$ cat config.mk
export PLATFORM = sky130hd
export DESIGN_NAME = bcd_time_keeper
export DESIGN_NICKNAME = d
export VERILOG_FILES = /design/src/rtl/bcd_time_keeper_pkg.sv /design/src/rtl/bcd_time_keeper_counter.sv /design/src/rtl/bcd_time_keeper.sv
export SDC_FILE = /design/constraint.sdc
export NUM_CORES = 1
export LEC_CHECK = 0
export BUFFER_PORTS_ARGS = -buffer_cell sky130_fd_sc_hd__buf_2
export CAP_MARGIN = 10
export CORE_AREA = 2 2 163 85
export DETAILED_ROUTE_END_ITERATION = 12
export DIE_AREA = 0 0 165 87
export GPL_ROUTABILITY_DRIVEN = 0
export SLEW_MARGIN = 40
export SYNTH_ARGS = -nofsm -noshare
export SYNTH_HDL_FRONTEND = slang
export SYNTH_SLANG_ARGS = --single-unit
$ cat constraint.sdc
create_clock -name clk -period 5.7 [get_ports clk]
set_input_delay 1.71 -clock clk [delete_from_list [all_inputs] [get_ports clk]]
set_output_delay 1.71 -clock clk [all_outputs]
set_load 0.05 [all_outputs]
$ cat src/rtl/bcd_time_keeper_pkg.sv
// Mode encodings shared by the time keeper, the control FSM and the display mux.
package bcd_time_keeper_pkg;

  typedef enum logic [2:0] {
    MODE_RUN     = 3'b000,
    MODE_CLK_HR  = 3'b001,
    MODE_CLK_MIN = 3'b010,
    MODE_ALM_HR  = 3'b100,
    MODE_ALM_MIN = 3'b101
  } mode_e;

  localparam int unsigned MODE_W  = 3;
  localparam int unsigned UNITS_W = 4;

  // Clock-field adjust modes freeze the running time.
  function automatic logic is_clk_adjust(input logic [MODE_W-1:0] m);
    return (m == MODE_CLK_HR) || (m == MODE_CLK_MIN);
  endfunction

endpackage

$ cat src/rtl/bcd_time_keeper_counter.sv
// Two-digit BCD modulo counter (MOD 60 or 24) with up/down wrap and a look-ahead next value.
module bcd_mod_counter
  import bcd_time_keeper_pkg::*;
#(
  parameter int unsigned MOD    = 60,
  parameter int unsigned TENS_W = 3
) (
  input  logic               clk,
  input  logic               rst,
  input  logic               inc,
  input  logic               dec,
  output logic [UNITS_W-1:0] units,
  output logic [TENS_W-1:0]  tens,
  output logic [UNITS_W-1:0] next_units_c,
  output logic [TENS_W-1:0]  next_tens_c
);

  localparam logic [UNITS_W-1:0] MAX_U = UNITS_W'((MOD - 1) % 10);
  localparam logic [TENS_W-1:0]  MAX_T = TENS_W'((MOD - 1) / 10);

  // Digit-wise increment/decrement; inc and dec together cancel.
  always_comb begin
    next_units_c = units;
    next_tens_c  = tens;
    if (inc && !dec) begin
      if ((tens == MAX_T) && (units == MAX_U)) begin
        next_units_c = '0;
        next_tens_c  = '0;
      end else if (units == UNITS_W'(9)) begin
        next_units_c = '0;
        next_tens_c  = tens + TENS_W'(1);
      end else begin
        next_units_c = units + UNITS_W'(1);
      end
    end else if (dec && !inc) begin
      if ((tens == '0) && (units == '0)) begin
        next_units_c = MAX_U;
        next_tens_c  = MAX_T;
      end else if (units == '0) begin
        next_units_c = UNITS_W'(9);
        next_tens_c  = tens - TENS_W'(1);
      end else begin
        next_units_c = units - UNITS_W'(1);
      end
    end
  end

  always_ff @(posedge clk or posedge rst) begin
    if (rst) begin
      units <= '0;
      tens  <= '0;
    end else begin
      units <= next_units_c;
      tens  <= next_tens_c;
    end
  end

endmodule

$ cat src/rtl/bcd_time_keeper.sv
// 24-hour BCD time-of-day and alarm registers with tick advance, mode-driven adjust and alarm match pulse.
module bcd_time_keeper
  import bcd_time_keeper_pkg::*;
#(
  parameter int unsigned SECS_PER_MIN = 60
) (
  input  logic              clk,
  input  logic              rst,
  input  logic              tick_sec,
  input  logic [MODE_W-1:0] state,
  input  logic              inc_pulse,
  input  logic              dec_pulse,
  input  logic              alarm_en,
  output logic [3:0]        minutes_units,
  output logic [2:0]        minutes_tens,
  output logic [3:0]        hours_units,
  output logic [1:0]        hours_tens,
  output logic [3:0]        minutes_units_A,
  output logic [2:0]        minutes_tens_A,
  output logic [3:0]        hours_units_A,
  output logic [2:0]        hours_tens_A,
  output logic              clk_seconds,
  output logic              alarm_match
);

  localparam int unsigned SEC_W = (SECS_PER_MIN > 2) ? $clog2(SECS_PER_MIN) : 1;
  localparam logic [SEC_W-1:0] SEC_LAST = SEC_W'(SECS_PER_MIN - 1);

  logic [SEC_W-1:0] sec;
  logic clk_adj_c, adj_c, tick_ok_c, sec_wrap_c, min_carry_c, match_c;
  logic cm_inc_c, cm_dec_c, ch_inc_c, ch_dec_c;
  logic am_inc_c, am_dec_c, ah_inc_c, ah_dec_c;
  logic [3:0] cm_nu_c, ch_nu_c, am_nu_c, ah_nu_c;
  logic [2:0] cm_nt_c, am_nt_c, ah_nt_c;
  logic [1:0] ch_nt_c;

  assign clk_adj_c  = is_clk_adjust(state);
  assign adj_c      = inc_pulse ^ dec_pulse;
  assign tick_ok_c  = tick_sec && !clk_adj_c;
  assign sec_wrap_c = tick_ok_c && (sec == SEC_LAST);

  // Carry from minute 59 into hours only on a running tick, never from a minute adjust.
  assign min_carry_c = sec_wrap_c && (minutes_units == 4'd9) && (minutes_tens == 3'd5);

  assign cm_inc_c = sec_wrap_c || ((state == MODE_CLK_MIN) && inc_pulse);
  assign cm_dec_c = (state == MODE_CLK_MIN) && dec_pulse;
  assign ch_inc_c = min_carry_c || ((state == MODE_CLK_HR) && inc_pulse);
  assign ch_dec_c = (state == MODE_CLK_HR) && dec_pulse;
  assign am_inc_c = (state == MODE_ALM_MIN) && inc_pulse;
  assign am_dec_c = (state == MODE_ALM_MIN) && dec_pulse;
  assign ah_inc_c = (state == MODE_ALM_HR) && inc_pulse;
  assign ah_dec_c = (state == MODE_ALM_HR) && dec_pulse;

  bcd_mod_counter #(.MOD(60), .TENS_W(3)) u_clk_min (
    .clk(clk), .rst(rst), .inc(cm_inc_c), .dec(cm_dec_c),
    .units(minutes_units), .tens(minutes_tens),
    .next_units_c(cm_nu_c), .next_tens_c(cm_nt_c)
  );

  bcd_mod_counter #(.MOD(24), .TENS_W(2)) u_clk_hr (
    .clk(clk), .rst(rst), .inc(ch_inc_c), .dec(ch_dec_c),
    .units(hours_units), .tens(hours_tens),
    .next_units_c(ch_nu_c), .next_tens_c(ch_nt_c)
  );

  bcd_mod_counter #(.MOD(60), .TENS_W(3)) u_alm_min (
    .clk(clk), .rst(rst), .inc(am_inc_c), .dec(am_dec_c),
    .units(minutes_units_A), .tens(minutes_tens_A),
    .next_units_c(am_nu_c), .next_tens_c(am_nt_c)
  );

  bcd_mod_counter #(.MOD(24), .TENS_W(3)) u_alm_hr (
    .clk(clk), .rst(rst), .inc(ah_inc_c), .dec(ah_dec_c),
    .units(hours_units_A), .tens(hours_tens_A),
    .next_units_c(ah_nu_c), .next_tens_c(ah_nt_c)
  );

  // Compare post-edge values so the pulse lines up with the displayed rollover.
  assign match_c = alarm_en && sec_wrap_c &&
                   (cm_nu_c == am_nu_c) && (cm_nt_c == am_nt_c) &&
                   (ch_nu_c == ah_nu_c) && ({1'b0, ch_nt_c} == ah_nt_c);

  always_ff @(posedge clk or posedge rst) begin
    if (rst) begin
      sec         <= '0;
      clk_seconds <= 1'b0;
      alarm_match <= 1'b0;
    end else begin
      alarm_match <= match_c;
      if (tick_ok_c) clk_seconds <= ~clk_seconds;
      if (clk_adj_c && adj_c) begin
        sec <= '0;
      end else if (tick_ok_c) begin
        sec <= sec_wrap_c ? '0 : sec + SEC_W'(1);
      end
    end
  end

endmodule
# Yosys cells after proc, flatten, opt, wreduce, memory -nomap -nowiden
# Index checks and enable logic that the tools add are counted.
dict set report word_totals {
  reg_bits 35
  inputBits 9
  word_cells 155
  output_inout_bits 29
}
dict set report classes {
  n_reduce_logical 55
  eq_ne 19
  n_bitwise 2
  n_mux 51
  add_sub_neg 17
}
# operator n
set op_table {}
lappend op_table {{$mux W4} 24}
lappend op_table {{$mux W3} 18}
lappend op_table {{$logic_and A1 B1 Y1} 34}
lappend op_table {{$mux W6} 3}
lappend op_table {{$add A4 B1 Y4 const B} 4}
lappend op_table {{$eq A4 B4 Y1 const B} 4}
lappend op_table {{$logic_not A4 Y1} 4}
lappend op_table {{$sub A4 B1 Y4 const B} 4}
lappend op_table {{$eq A3 B3 Y1 const B} 4}
lappend op_table {{$mux W2} 6}
lappend op_table {{$add A3 B1 Y3 const B} 3}
lappend op_table {{$logic_not A1 Y1} 9}
lappend op_table {{$logic_not A3 Y1} 3}
lappend op_table {{$sub A3 B1 Y3 const B} 3}
lappend op_table {{$eq A4 B2 Y1 const B} 2}
lappend op_table {{$eq A4 B4 Y1} 2}
lappend op_table {{$add A6 B1 Y6 const B} 1}
lappend op_table {{$eq A3 B2 Y1 const B} 2}
lappend op_table {{$eq A6 B6 Y1 const B} 1}
lappend op_table {{$eq A2 B3 Y1} 1}
lappend op_table {{$eq A3 B1 Y1 const B} 1}
lappend op_table {{$eq A3 B3 Y1} 1}
lappend op_table {{$logic_or A1 B1 Y1} 3}
lappend op_table {{$add A2 B1 Y2 const B} 1}
lappend op_table {{other kinds (6)} 6}

# Logic depth before layout (Yosys ltp)
# Gate-level depths: netlist of the first run.
dict set report logic_depth {
  depth_word 15
  mapped_depth 10
  depth_no_buf 10
}

# Modules after synthesis
# A second synthesis of the first run with hierarchy kept.
dict set report unflattened {
  cells_unflattened 338
  area_unflattened_um2 3021.6
}
# module area_per_inst_um2 instances seq_area_each_um2 cells_per_inst
set modules_own_cells {}
lappend modules_own_cells {{bcd_mod_counter (u_alm_min ...)} 589.3 2 175.2 67}
lappend modules_own_cells {bcd_time_keeper 683.2 1 200.2 78}
lappend modules_own_cells {{bcd_mod_counter (u_alm_hr)} 605.6 1 175.2 65}
lappend modules_own_cells {{bcd_mod_counter (u_clk_hr)} 554.3 1 150.1 61}

# Worst setup path before layout of the first run
# Ideal clock, no wire load.
dict set report synth_timing {
  path_kind {input -> register}
  from {input dec_pulse}
  to {register alarm_match}
  required_ps 5604
  setup_ps 96
  arrival_ps 3544
  setup_slack_ps 2060
  stages 9
  n_path_buf 1
  path_cell_list {clkbuf_1 > and3b_1 > and4_1 > a311oi_1 > a21oi_1 > or3_1 > a211oi_1 > nand4b_1 > nor4_2}
}
dict set report synth_between {
  elab_chain_len 9
  word_cells_on_any_way 40
  classes_between {eq/ne: 4; mux: 16; reduce/logical: 20}
}
# item line
set synth_lines {}
lappend synth_lines {{start: declaration} bcd_time_keeper.sv:12} ;# input logic dec_pulse,
lappend synth_lines {{$logic_and A1 B1 Y1 (*)} bcd_time_keeper.sv:50} ;# assign am_dec_c = (state == MODE_ALM_MIN) && dec_pulse;
lappend synth_lines {{$logic_and A1 B1 Y1 or $logic_not A1 Y1 (tied branches)} {bcd_time_keeper_counter.sv:35, bcd_time_keeper_counter.sv:25}}
lappend synth_lines {{$mux W4 or $logic_and A1 B1 Y1 (tied branches)} {bcd_time_keeper_counter.sv:35, bcd_time_keeper_counter.sv:25}}
lappend synth_lines {{$mux W4 (*)} bcd_time_keeper_counter.sv:25} ;# if (inc && !dec) begin
lappend synth_lines {{net am_nu_c[2]} bcd_time_keeper.sv:33} ;# logic [3:0] cm_nu_c, ch_nu_c, am_nu_c, ah_nu_c;
lappend synth_lines {{$eq A4 B4 Y1 (*)} bcd_time_keeper.sv:80} ;# (cm_nu_c == am_nu_c) && (cm_nt_c == am_nt_c) &&
lappend synth_lines {{$logic_and A1 B1 Y1 (*)} bcd_time_keeper.sv:79} ;# assign match_c = alarm_en && sec_wrap_c &&
lappend synth_lines {{$logic_and A1 B1 Y1 (*) (2 in series)} bcd_time_keeper.sv:80}
lappend synth_lines {{$logic_and A1 B1 Y1 (*)} bcd_time_keeper.sv:81} ;# (ch_nu_c == ah_nu_c) && ({1'b0, ch_nt_c} == ah_nt_c);
lappend synth_lines {{net match_c} bcd_time_keeper.sv:30} ;# logic clk_adj_c, adj_c, tick_ok_c, sec_wrap_c, min_carry_c, match_c;
lappend synth_lines {{end signal: assignment} bcd_time_keeper.sv:89} ;# alarm_match <= match_c;
lappend synth_lines {{end: declaration} bcd_time_keeper.sv:23} ;# output logic alarm_match
# The timed path passes the listed nets; every way through them passes the cells marked *.
# A chain may end at the register's enable or synchronous reset.

# Worst setup path after layout of the first run
dict set report layout_timing {
  from {input state[1]}
  to {register alarm_match}
}
dict set report layout_between {
  elab_chain_len 15
  word_cells_on_any_way 61
  classes_between {eq/ne: 8; mux: 16; reduce/logical: 37}
}
# item line
set layout_lines {}
lappend layout_lines {{start: declaration} bcd_time_keeper.sv:10} ;# input logic [MODE_W-1:0] state,
lappend layout_lines {{$eq A3 B1 Y1 or $eq A3 B2 Y1 (tied branches)} {bcd_time_keeper_pkg.sv:17, bcd_time_keeper.sv:47, bcd_time_keeper.sv:48}}
lappend layout_lines {{$logic_or A1 B1 Y1} bcd_time_keeper_pkg.sv:17} ;# return (m == MODE_CLK_HR) || (m == MODE_CLK_MIN);
lappend layout_lines {{$logic_not A1 Y1} bcd_time_keeper.sv:39} ;# assign tick_ok_c = tick_sec && !clk_adj_c;
lappend layout_lines {{$logic_and A1 B1 Y1} bcd_time_keeper.sv:39}
lappend layout_lines {{$logic_and A1 B1 Y1} bcd_time_keeper.sv:40} ;# assign sec_wrap_c = tick_ok_c && (sec == SEC_LAST);
lappend layout_lines {{$logic_and A1 B1 Y1 (2 in series)} bcd_time_keeper.sv:43} ;# assign min_carry_c = sec_wrap_c && (minutes_units == 4'd9) && (minutes_tens == 3'd5);
lappend layout_lines {{$logic_or A1 B1 Y1} bcd_time_keeper.sv:47} ;# assign ch_inc_c = min_carry_c || ((state == MODE_CLK_HR) && inc_pulse);
lappend layout_lines {{$logic_not A1 Y1} bcd_time_keeper_counter.sv:35} ;# end else if (dec && !inc) begin
lappend layout_lines {{$logic_and A1 B1 Y1} bcd_time_keeper_counter.sv:35}
lappend layout_lines {{$mux W4} bcd_time_keeper_counter.sv:35}
lappend layout_lines {{$mux W4 (*)} bcd_time_keeper_counter.sv:25}
lappend layout_lines {{net ch_nu_c[1]} bcd_time_keeper.sv:33}
lappend layout_lines {{$eq A4 B4 Y1 (*)} bcd_time_keeper.sv:81}
lappend layout_lines {{$logic_and A1 B1 Y1 (*)} bcd_time_keeper.sv:80}
lappend layout_lines {{$logic_and A1 B1 Y1 (*)} bcd_time_keeper.sv:81}
lappend layout_lines {{net match_c} bcd_time_keeper.sv:30}
# Marks and branches as above.

==> results of run 1 <==
-- layout by cell type (no fill, tap or decap), types with 4 or more instances in the layout --
master and instances:
buf_2 37, dfrtp_1 35, nand2_1 31, inv_1 29, nor2_1 27, ha_1 27
o21ai_0 23, a21oi_1 22, nand3_1 17, nor3_1 12, nand4_1 10, xnor2_1 10
nand3b_1 9, a311oi_1 7, o211ai_1 6, a31oi_1 6, nor3b_1 6, nor2b_1 5
and3b_1 5, clkbuf_16 5, or2_2 4, o31ai_1 4, xor2_1 4, and3_1 4
-- final timing paths --
kind | from | endpoint | slack, ns | depth (start not counted)
max in group asynchronous | rst | u_clk_hr.tens[0] | 3.83 | 3
max reg2reg | u_clk_min.units[1] | alarm_match | 2.77 | 9
min reg2reg | clk_seconds | clk_seconds | 0.47 | 1
min | clk_seconds | clk_seconds | 0.47 | 1
min in group asynchronous | rst | u_clk_hr.tens[1] | 1.52 | 3
max | state[1] | alarm_match | 1.85 | 9
-- power by group --
part | internal [uW] | switching (uW) | total (uW)
clock network | 162 | 107 | 269
logic | 402 | 820 | 1220
registers | 348 | 183 | 531
-- routing by layer --
layer	wire length (um)	up-vias
met1	5050	1450
met3	740	5
met4	41	0
met2	3590	110
li1	-	1492
met5	0	-
-- per-stage QoR --
| stage | instance area (um2) | hold WS (ns) |
|---|---|---|
| after detailed placement | 3550 | 0.468 |
| after CTS | 3690 | 0.475 |
| after floorplan | 3190 | 0.495 |
| final | 3700 | 0.465 |
| after global routing | 3700 | 0.492 |
| after global placement | 3550 | 0.465 |
-- final cells by class --
type | instances | area (um2)
Sequential cell | 35 | 876
Timing Repair Buffer | 38 | 193
Fill cell | 1404 | 9400
Inverter | 29 | 109
Tap cell | 176 | 220
Clock inverter | 1 | 5.00
Multi-Input combinational cell | 309 | 2160
Clock buffer | 7 | 133
-- registers in the layout, indices dropped and copies added (netlist names) --
| name | cells |
|---|---|
| alarm_match | 1 |
| clk_seconds | 1 |
| sec | 6 |
| u_alm_hr.tens | 3 |
| u_alm_hr.units | 4 |
| u_alm_min.tens | 3 |
| u_alm_min.units | 4 |
| u_clk_hr.tens | 2 |
| u_clk_hr.units | 4 |
| u_clk_min.tens | 3 |
| u_clk_min.units | 4 |
-- cell families (layout without fill, tap and decap cells) --
family / Yosys count / in the layout / synth area share
DFF: 35 / 35 / 0.275
xor gates and xnor gates: 16 / 16 / 0.0487
buffers and inverters: 42 / 75 / 0.0510
and+or+nand+nor: 157 / 157 / 0.286
AOI/OAI and AO/OA: 107 / 107 / 0.228
muxes: 2 / 2 / 0.00628
adders and majority gates: 27 / 27 / 0.106
==> reports/results.ini, run 1 <==
[power]
p_total_uw=2020
p_leak_uw=0.00156
irDropWorstVdd_mv=0.270
power.density_mw_per_mm2=547

[clock_tree]
root_buffer=clkbuf_16
cts_tree=done
cts-hold-fix-buffers=0
cts_sinks=35
postCtsSetupBuffers=0
cts.repair.resized=0
numCtsBuffers=5
cts.htree.levels=2
clkLatencyLatePin_ns=0.29
clk_path_buf_depth=2
clk_pin_slew_ns=0.05

[timing]
maxSlewHeadroom=0.513
tightest_slew_ns=0.720
rsz0062_at_grt=false
fmax_mhz=260
setup_violations=0
setup-tns-final_ns=0
min_period_ns=3.85
hold_violations=0
layout_setup_ws_ns=1.85
drv_slew=0
finalCritPeriodShare=0.675
fin_skew_ns=0.00497

[die]
ioPinCount=38
row_count=30
die_h_um=87
design.core.area_mm2=0.0131
dieArea_mm2=0.0144
initial_core_util=0.243
die_x_um=165

[critical_path]
cp.arrival_ns=4.04
max_stage_delay_ns=0.59
endpoint_kind=flip-flop
cpMostUsedCell=xnor2_2
cp_top_family=simple AND/OR/NAND/NOR gates
crit_path_top_delay_cell=or4_4
path_cells=buf_2 > xnor2_2 > o21ai_4 > nor4_4 > nor3_1 > or4_4 > xnor2_2 > nand4_1 > nor4_2
crit_buf_inv=1
crit_required_ns=5.89
start_kind=primary input
path_max_fanout=12
setup.worst_path.class=primary input to flip-flop

[layout]
drive_gt1_frac=0.158
stdcell_count=595
area_growth_syn_to_layout_pct=15.9
diodes=0
fin_util=0.282
layout.nets=454

[yosys]
yosysMostFrequentCell=dfrtp_1
ys_seq_elements=35
synthTopCellsByArea=dfrtp_1 27%, ha_1 11%, nand2_1 3.6%
synth_edf_count=0
yosys_warnings=0
syn-cell-area_mm2=0.00319
yosysTopAreaCellShare=0.275
synth_fp_nets=422
yosysUniqueCellTypes=71
synth_ff_type=dfrtp_1
synth_area_per_cell_um2=8.26
synthTopCellsByCount=35 x dfrtp_1, 31 x nand2_1, 29 x inv_1, 27 x ha_1, 27 x nor2_1
yosysSeqAreaShare=0.275
synth.largest_area_cell=dfrtp_1
synth_cells=386
synthArstFlopShare=1.00

[route]
antenna_left=0
drt_pre_antenna_iters=5
vias_per_cell=5.14
num_vias=3057
drtIter0Drc=272
wl_per_cell_um=15.8
drt-total-wl_um=9430
post-route-drc-count=0

[worst_hold_path]
hp-class=flip-flop to flip-flop

[global_route]
overflow=0
use_met2=0.176
grtUsageTotal=0.136
grt_most_used_layer=met1
grt_pass1_vias=2700
met3_usage=0.0386
grt_max_degree=36
grt_pass1_wl_um=15100
grt_util_met1=0.218
antenna_found_initial=0

[place]
pre_cts_slack_ns=1.57
place_hpwl_um=7350
io_buffers=37
placed_cells=587

[run]
drv_cap=0

[status]
status=finished, final reports clean

Note: power is estimated with default switching activity, not from simulation.
==> inputs of run 2 (changes only) <==
==> constraint.sdc (replaced) <==
create_clock -name clk -period 4 [get_ports clk]
set_input_delay 1.2 -clock clk [delete_from_list [all_inputs] [get_ports clk]]
set_output_delay 1.2 -clock clk [all_outputs]
set_load 0.05 [all_outputs]
==> run 2 against run 1 <==
Effect of this change: register-to-register slack got worse by 1.8 ns; via count is 1.8% higher; worst hold slack better by 0.011 ns.
==> reports/results.ini, run 2 (synthesis results as in run 1) <==
[status]
status=finished, final reports clean

[timing]
min_period_ns=3.34
finalCritPeriodShare=0.836
setup_violations=0  ; unchanged
setup-tns-final_ns=0  ; unchanged
hold_violations=0  ; unchanged
drv_slew=0  ; unchanged
maxSlewHeadroom=0.560  ; +0.0470
fin_skew_ns=0.00697  ; +0.00200 ns
rsz0062_at_grt=false
tightest_slew_ns=0.655  ; -0.0645 ns
fmax_mhz=299

[route]
drtIter0Drc=292  ; +7.4%
post-route-drc-count=0  ; unchanged
wl_per_cell_um=15.7  ; -0.99%
drt-total-wl_um=9360  ; -0.66%
vias_per_cell=5.21  ; +1.5%
drt_pre_antenna_iters=5  ; unchanged
antenna_left=0  ; unchanged
num_vias=3112  ; +1.8%

[layout]
layout_common_cells=37 x buf_2, 35 x dfrtp_1, 31 x nand2_1
drive_gt1_frac=0.159  ; +0.00163
final_common_cell=buf_2
fin_util=0.284  ; +0.00172
largest-register=sec
fillers=1392  ; -0.85%
layout.nets=456  ; +0.44%
area_growth_syn_to_layout_pct=16.6
largest_reg_flops=6  ; unchanged
diodes=0  ; unchanged

[critical_path]
worstReg2RegStart=u_clk_hr.units[1]
endpoint_kind=flip-flop
path_max_fanout=12  ; unchanged
setup.worst_path.class=primary input to flip-flop
crit_required_ns=4.18  ; -1.71 ns
cp.arrival_ns=3.53  ; -0.51 ns
reg2reg_slack_ns=0.99  ; -1.78 ns
start_kind=primary input
r2r_cells=9  ; unchanged
critPathLaunch=state[1]

[die]
ioPinCount=38  ; unchanged
row_count=30  ; unchanged
initial_core_util=0.243  ; unchanged
die_x_um=165  ; unchanged
die_h_um=87  ; unchanged
design.core.area_mm2=0.0131  ; unchanged
dieArea_mm2=0.0144  ; unchanged

[global_route]
met3_usage=0.0376  ; -0.000952
antenna_found_initial=0  ; unchanged
grtUsageTotal=0.133  ; -0.00309
grt_max_degree=36  ; unchanged
overflow=0  ; unchanged
grt_most_used_layer=met1
grt_pass1_wl_um=14900  ; -1.4%
grt_pass1_vias=2728  ; +1.0%
grt_util_met1=0.210  ; -0.00817
use_met2=0.178  ; +0.00265

[worst_hold_path]
hp-class=flip-flop to flip-flop
min_from=clk_seconds
min_delay_path_depth=1  ; unchanged

[place]
io_buffers=37  ; unchanged
place_hpwl_um=7320  ; -0.36%

[clock_tree]
cts-hold-fix-buffers=0  ; unchanged
root_buffer=clkbuf_16
numCtsBuffers=5  ; unchanged
cts_sinks=35  ; unchanged
clkLatencyLatePin_ns=0.28  ; about the same
cts.htree.levels=2  ; unchanged
clk_pin_slew_ns=0.05  ; about the same
clk_path_buf_depth=2  ; unchanged
postCtsSetupBuffers=0  ; unchanged
cts.repair.resized=0  ; unchanged
cts_tree=done

[power]
irDropWorstVdd_mv=0.319  ; +18%
p_leak_uw=0.00158  ; +1.2%
power.density_mw_per_mm2=784  ; +43%

[run]
drv_cap=0  ; unchanged

==> run 2: routing by layer <==
metal,share of wire,routed length [um],vias to the layer above
met3,0.091,854,5
met4,0.0036,34,0
met2,0.39,3650,129
met1,0.52,4820,1477
met5,0,0,-
li1,-,-,1501
==> run 2: where the power goes <==
group / switching [uW] / total [uW] / internal [uW]
Clock: 147 / 412 / 265
Sequential: 264 / 759 / 495
Combinational: 1170 / 1740 / 573
==> run 2: layout make-up <==
type | count | area, um2 | area share
Timing Repair Buffer | 40 | 208 | 0.0559
Clock buffer | 8 | 156 | 0.0421
Sequential cell | 35 | 876 | 0.236
Multi-Input combinational cell | 309 | 2150 | 0.578
Inverter | 29 | 109 | 0.0293
Tap cell | 176 | 220 | 0.0592
==> run 2: worst paths after layout <==
kind	to
setup / recovery	alarm_match
hold / removal	clk_seconds
setup reg to reg	alarm_match
hold reg to reg	clk_seconds
max in group asynchronous	u_clk_min.units[0]
min in group asynchronous	sec[3]
==> run 2: worst max-delay path, stage by stage <==
cell and delay (ns):
buf_2 0.18, xnor2_2 0.25, o21ai_4 0.14, nor4_4 0.49, nor3_1 0.12, or4_4 0.59
xnor2_2 0.14, nand4_1 0.13, nor4_2 0.29
==> run 2: through the flow <==
stage	power, uW	hold WS (ns)	std cells	cell area [um2]	setup WS [ns]
floorplan	2030	0.495	386	3190	0.870
global placement	2470	0.519	589	3560	0.542
detailed placement	2490	0.473	589	3560	0.369
CTS	2920	0.480	597	3720	0.673
global route	3130	0.488	597	3720	0.585
finish	2920	0.476	597	3720	0.655
